===== src/rtl/sp_mem_pkg.sv =====
// Shared types and limits for the single-port memory responder.
// Burst tracker state encoding and the supported read-latency range.
package sp_mem_pkg;

    localparam int READ_LATENCY_MAX = 4;

    typedef enum logic [1:0] {
        IDLE     = 2'd0,
        WR_BURST = 2'd1,
        RD_BURST = 2'd2
    } burst_state_t;

endpackage


===== src/rtl/sp_mem_rd_pipe.sv =====
// Valid/data delay line that follows the array read stage.
// Each stage captures data only when its incoming valid is set, so the last stage holds its value between valids.
module sp_mem_rd_pipe #(
    parameter int DEPTH = 0,
    parameter int WIDTH = 8
) (
    input  logic             clk,
    input  logic             rst_n,
    input  logic             stage_valid,
    input  logic [WIDTH-1:0] stage_data,
    output logic             pipe_valid,
    output logic [WIDTH-1:0] pipe_data
);

    if (DEPTH == 0) begin : g_bypass
        assign pipe_valid = stage_valid;
        assign pipe_data  = stage_data;
    end else begin : g_pipe
        logic [DEPTH-1:0] valid_sr;
        logic [WIDTH-1:0] data_sr [DEPTH];

        always_ff @(posedge clk or negedge rst_n) begin
            if (!rst_n) begin
                valid_sr <= '0;
                for (int i = 0; i < DEPTH; i++) begin
                    data_sr[i] <= '0;
                end
            end else begin
                valid_sr[0] <= stage_valid;
                if (stage_valid) begin
                    data_sr[0] <= stage_data;
                end
                for (int i = 1; i < DEPTH; i++) begin
                    valid_sr[i] <= valid_sr[i-1];
                    if (valid_sr[i-1]) begin
                        data_sr[i] <= data_sr[i-1];
                    end
                end
            end
        end

        assign pipe_valid = valid_sr[DEPTH-1];
        assign pipe_data  = data_sr[DEPTH-1];
    end

endmodule


===== src/rtl/sp_mem_responder.sv =====
// Single-port memory target: stores writes, returns reads after READ_LATENCY cycles,
// counts accesses and reports each sequential burst (type, length) when it ends.
module sp_mem_responder
    import sp_mem_pkg::*;
#(
    parameter int DATA_WIDTH   = 8,
    parameter int ADDR_WIDTH   = 8,
    parameter int READ_LATENCY = 1,
    parameter int CNT_WIDTH    = 16
) (
    input  logic                  i_clk,
    input  logic                  i_rst_n,
    input  logic                  i_wr_en,
    input  logic                  i_rd_en,
    input  logic [ADDR_WIDTH-1:0] i_address,
    input  logic [DATA_WIDTH-1:0] i_wr_data,
    output logic [DATA_WIDTH-1:0] o_rd_data,
    output logic                  o_rd_valid,
    output logic                  o_collision,
    output logic                  o_burst_done,
    output logic                  o_burst_is_wr,
    output logic [CNT_WIDTH-1:0]  o_burst_len,
    output logic [CNT_WIDTH-1:0]  o_wr_count,
    output logic [CNT_WIDTH-1:0]  o_rd_count,
    output burst_state_t          o_burst_state
);

    localparam int DEPTH = 2 ** ADDR_WIDTH;

    if (READ_LATENCY < 1 || READ_LATENCY > READ_LATENCY_MAX) begin : g_bad_latency
        $error("sp_mem_responder: READ_LATENCY must be in 1..%0d", READ_LATENCY_MAX);
    end

    logic [DATA_WIDTH-1:0] mem [DEPTH];

    // A collision is treated as a write; the read half is dropped.
    logic wr_beat;
    logic rd_beat;
    assign wr_beat = i_wr_en;
    assign rd_beat = i_rd_en & ~i_wr_en;

    // Array and read stage

    always_ff @(posedge i_clk) begin
        if (wr_beat) begin
            mem[i_address] <= i_wr_data;
        end
    end

    logic                  stage_valid;
    logic [DATA_WIDTH-1:0] stage_data;

    always_ff @(posedge i_clk or negedge i_rst_n) begin
        if (!i_rst_n) begin
            stage_valid <= 1'b0;
            stage_data  <= '0;
        end else begin
            stage_valid <= rd_beat;
            if (rd_beat) begin
                stage_data <= mem[i_address];
            end
        end
    end

    sp_mem_rd_pipe #(
        .DEPTH (READ_LATENCY - 1),
        .WIDTH (DATA_WIDTH)
    ) u_rd_pipe (
        .clk         (i_clk),
        .rst_n       (i_rst_n),
        .stage_valid (stage_valid),
        .stage_data  (stage_data),
        .pipe_valid  (o_rd_valid),
        .pipe_data   (o_rd_data)
    );

    // Counters and collision flag

    always_ff @(posedge i_clk or negedge i_rst_n) begin
        if (!i_rst_n) begin
            o_wr_count  <= '0;
            o_rd_count  <= '0;
            o_collision <= 1'b0;
        end else begin
            if (wr_beat) begin
                o_wr_count <= o_wr_count + CNT_WIDTH'(1);
            end
            if (rd_beat) begin
                o_rd_count <= o_rd_count + CNT_WIDTH'(1);
            end
            o_collision <= i_wr_en & i_rd_en;
        end
    end

    // Burst tracker

    burst_state_t          state;
    burst_state_t          state_nxt;
    logic [CNT_WIDTH-1:0]  len;
    logic [CNT_WIDTH-1:0]  len_nxt;
    logic [ADDR_WIDTH-1:0] last_addr;
    logic                  seq_addr;
    logic [CNT_WIDTH-1:0]  len_inc;

    assign seq_addr = (i_address == ADDR_WIDTH'(last_addr + ADDR_WIDTH'(1)));
    assign len_inc  = (len == '1) ? len : len + CNT_WIDTH'(1);

    always_ff @(posedge i_clk or negedge i_rst_n) begin
        if (!i_rst_n) begin
            state     <= IDLE;
            len       <= '0;
            last_addr <= '0;
        end else begin
            state <= state_nxt;
            len   <= len_nxt;
            if (wr_beat || rd_beat) begin
                last_addr <= i_address;
            end
        end
    end

    always_comb begin
        state_nxt = state;
        len_nxt   = len;
        if (wr_beat) begin
            state_nxt = WR_BURST;
            len_nxt   = (state == WR_BURST && seq_addr) ? len_inc : CNT_WIDTH'(1);
        end else if (rd_beat) begin
            state_nxt = RD_BURST;
            len_nxt   = (state == RD_BURST && seq_addr) ? len_inc : CNT_WIDTH'(1);
        end else begin
            state_nxt = IDLE;
            len_nxt   = '0;
        end
    end

    // An open burst ends unless this beat is the same op at the next address.
    logic report;
    logic report_is_wr;

    always_comb begin
        report       = 1'b0;
        report_is_wr = 1'b0;
        case (state)
            WR_BURST: begin
                report       = !(wr_beat && seq_addr);
                report_is_wr = 1'b1;
            end
            RD_BURST: begin
                report       = !(rd_beat && seq_addr);
                report_is_wr = 1'b0;
            end
            default: begin
                report       = 1'b0;
                report_is_wr = 1'b0;
            end
        endcase
    end

    always_ff @(posedge i_clk or negedge i_rst_n) begin
        if (!i_rst_n) begin
            o_burst_done  <= 1'b0;
            o_burst_is_wr <= 1'b0;
            o_burst_len   <= '0;
        end else begin
            o_burst_done <= report;
            if (report) begin
                o_burst_is_wr <= report_is_wr;
                o_burst_len   <= len;
            end
        end
    end

    assign o_burst_state = state;

endmodule


===== config.mk =====
export PLATFORM = sky130hd
export DESIGN_NAME = sp_mem_responder
export DESIGN_NICKNAME = d
export VERILOG_FILES = /design/src/rtl/sp_mem_pkg.sv /design/src/rtl/sp_mem_rd_pipe.sv /design/src/rtl/sp_mem_responder.sv
export SDC_FILE = /design/constraint.sdc
export NUM_CORES = 2
export LEC_CHECK = 0
export BUFFER_PORTS_ARGS = -buffer_cell sky130_fd_sc_hd__buf_2
export CAP_MARGIN = 25
export CORE_UTILIZATION = 30
export DETAILED_ROUTE_END_ITERATION = 8
export GPL_TIMING_DRIVEN = 1
export PLACE_DENSITY = 0.5
export SLEW_MARGIN = 10
export SYNTH_ARGS = -nofsm -noshare
export SYNTH_HDL_FRONTEND = slang
export SYNTH_SLANG_ARGS = --single-unit

===== constraint.sdc =====
create_clock -name i_clk -period 2.38 [get_ports i_clk]
set_clock_uncertainty 0.05 [all_clocks]
set_input_delay 0 -clock i_clk [delete_from_list [all_inputs] [get_ports i_clk]]
set_output_delay 0 -clock i_clk [all_outputs]
set_load 0.01 [all_outputs]

==> out/results.txt <==
Worst slew margin - 38.2%
clock sink total - 2,133
Setup crit start kind - register
Area Growth Syn to Fin - 23.7%
Seq cells post-synth - 2,133
WL final - 236,000 µm
R2R depth - 7
async set-reset flop share out of synthesis - 3.98%
sw frac - 22.2%
final setup TNS - -1030 ps
sequential fraction of the synthesis area - 76.3%
Avg Vias per Cell - 4.92
Worst-path clk slew - 60 ps
die area - 0.280 mm²
wire length per cell - 27.1 µm
Nets - 4,842
CP endpoint kind - register
Yosys cell types - 66
Post-Syn Area - 0.0834 mm²
failing checks - setup timing
fin cells - 8,705
Worst EP required - 3060 ps
cell breakdown of the critical path - mux4_2 -> mux4_2 -> a22oi_2 -> buf_4 -> nand3_2 -> a2111oi_2 -> o21ai_1
maxcap violations - 0
Final Slew Violations - 0
Mapped Cells - 3,862
Post-synth EDFFs - 2,048
CTS max path bufs - 3
number of global-route vias before repair - 44,400
Clock power frac - 42.2%
NetSw - 18.0 mW
Post-Synthesis Net Count - 3,888
Slowest Stage Delay on Critical Path - 530 ps
Critical Path AT - 3180 ps
I/O Pins - 82
worst-skew pair later-pin latency - 860 ps
cell mode on critical path - mux4_2
largest net degree at the start of global routing - 152
Post-Layout Inst Area - 0.103 mm²
Hold Crit Class - primary input to register
CTS tree - yes
HPWL after DPL - 160,000 µm
first-pass GRT wire length - 337,000 µm
H-tree levels - 4
Int Power - 63.1 mW
end of the worst register-to-register path - stage_data[2]
final core occ - 37.3%
initial antenna violation count - 7
Pwr Density - 787 mW/mm²
worst r2r src - mem[111][2]
Die Y - 529 µm
dominant cells by area after synthesis - edfxtp_1 (74%), mux4_2 (15%), dfrtp_1 (2.6%), mux2i_1 (1.5%), nor2_1 (1.3%)
routed vias - 42,900
Seq pwr share - 51.3%
total grt overflow - 0
placed cells - 8,278
Final setup viols - 21
Peak VDD IR - 0.637 mV
R2R setup slack - -120 ps
Main synth FF type - edfxtp_1
Final GP Congestion - 0.862
input/output buffers - 81
CP max FO - 1
status - finished, violations left
initial core utilization - 30.1%
Final Hold Fails - 0
Tmin final - 2500 ps
Pleak - 34.0 nW
f_max - 400 MHz
DRT Pass-1 Iters - 5
# rows - 193
Hold Path Depth - 5
Placement Cell Area - 0.0954 mm²
Root Buffer - clkbuf_16
GRT Util Overall - 16.9%
Comb power frac - 6.5%
period utilisation layout - 105%
slowest stage cell, crit path - mux4_2
Least-Margin Pin Slew - 927 ps
post-place setup slack - -868 ps
setup bufs post-CTS - 0
post-synth top area cell - edfxtp_1
fillers - 25,300
post-route DRC violation count - 0
Min Hold Slack - 91.1 ps
layout cell share with drive strength beyond 1 - 39.1%
sink of the worst hold path - stage_valid
post-route ant nets - 0
Initial DRC Count - 3,931
YS warnings - 0
hold_sp - i_rd_en
Avg Cell Area, Syn - 21.6 µm²
Die Span X - 529 µm
Overall Power - 81.1 mW
worst setup margin - -119 ps
Yosys top cell area share - 73.8%
area of the core - 0.276 mm²
cts bufs inserted - 221
unrepaired setup endpoints after global routing - true
crit path kind - register to register
routing by layer:
metal / GRT usage [%] / part of all wire (%) / up-vias
li1: - / - / 18000
met1: 23.4 / 44 / 23200
met2: 26.5 / 47 / 1290
met3: 2.87 / 5.8 / 349
met4: 6.00 / 3.7 / 4
met5: 0 / 0.011 / -
area by class of cell:
type	count	area, µm²	area share [%]
Timing Repair Buffer	955	8690	8.43
Multi-Input combinational cell	1495	18900	18.4
Clock inverter	143	1420	1.37
Antenna cell	1	2.50	0.00243
Inverter	10	45.0	0.0437
Tap cell	3705	4640	4.50
Sequential cell	2133	63600	61.7
Clock buffer	263	5750	5.58
synth_stat cells, drive strengths merged (10+ instances only):
cell and n:
edfxtp 2048, mux4 559, nor2 280, buf 139
mux2i 123, clkbuf 85, dfrtp 85, nand2 81
nand3 46, mux2 39, nor3 37, a22oi 34
xnor2 28, nand4 27, o22ai 26, a21oi 21
xor2 21, o21ai 19, nor2b 14, and3 13
a211oi 12, nor4 10
critical path: cells and delay by family (launching register included):
family	cells	cell delay, ps
muxes	2	1000
AOI/OAI and AO/OA	3	660
DFF	1	400
buffers and inverters	1	200
and+or+nand+nor	1	60
timing repair:
action	4_1_cts	5_1_grt
setup endpoints to repair	24	25
pin swaps	19	7
hold buffers	21	0
resized for setup	44	12
endpoints found under the hold margin	2003	0
cell usage in the layout, fill, tap and decap left out, types with 12 or more instances in the layout:
| cell type | count |
|---|---|
| buf_2 | 69 |
| clkinvlp_4 | 12 |
| xor2_1 | 21 |
| xnor2_1 | 28 |
| mux4_2 | 559 |
| dlygate4sd3_1 | 21 |
| dfrtp_1 | 85 |
| nand2_1 | 80 |
| buf_4 | 728 |
| nor2_1 | 245 |
| edfxtp_1 | 2048 |
| clkinv_1 | 44 |
| nand3_1 | 40 |
| nor3_1 | 29 |
| o22ai_1 | 22 |
| mux2i_1 | 116 |
| and3_1 | 13 |
| nand4_1 | 27 |
| bufinv_16 | 21 |
| mux2_2 | 37 |
| nor2_2 | 29 |
| buf_12 | 126 |
| a22oi_1 | 29 |
| o21ai_0 | 16 |
| clkbuf_16 | 224 |
| a21oi_1 | 21 |
| nor2b_1 | 12 |
| clkinv_2 | 50 |
| clkbuf_1 | 39 |
registers in the layout, indices dropped and copies added, names as in the netlist, 8 cells and up:
| register | cells |
|---|---|
| mem | 2048 |
| len | 16 |
| o_burst_len | 16 |
| o_rd_count | 16 |
| o_wr_count | 16 |
| last_addr | 8 |
| stage_data | 8 |
logic make-up (layout without fill, tap and decap cells):
family / count (synthesis) / in the layout / synth area share (%)
DFF: 2133 / 2133 / 76.3
muxes: 721 / 721 / 17.1
buffers and inverters: 234 / 1371 / 1.55
xor gates and xnor gates: 49 / 49 / 0.515
and+or+nand+nor: 548 / 548 / 2.95
AOI/OAI and AO/OA: 171 / 171 / 1.46
other: 0 / 1 / 0
adders and majority gates: 6 / 6 / 0.0901
worst max-delay path by stage:
stage	from	endpoint	cells after the start
3_5_place_dp	i_address[0]	stage_data[6]	12
5_1_grt	last_addr[0]	o_burst_len[7]	9
6_report	mem[111][2]	stage_data[2]	7
2_1_floorplan	i_address[2]	mem[202][0]	8
3_3_place_gp	i_address[0]	stage_data[5]	13
4_1_cts	mem[108][2]	stage_data[2]	7
power by group through the flow:
stage                     registers, mW  clock network [mW]  logic (mW)
after floorplan                    42.3                   0        2.23
after global placement             42.4                   0        5.19
after detailed placement           42.4                   0        5.24
after CTS                          41.6                35.0        5.33
after global routing               41.6                36.4        5.55
final                              41.6                34.2        5.26
Note: power is estimated with default switching activity, not from simulation.
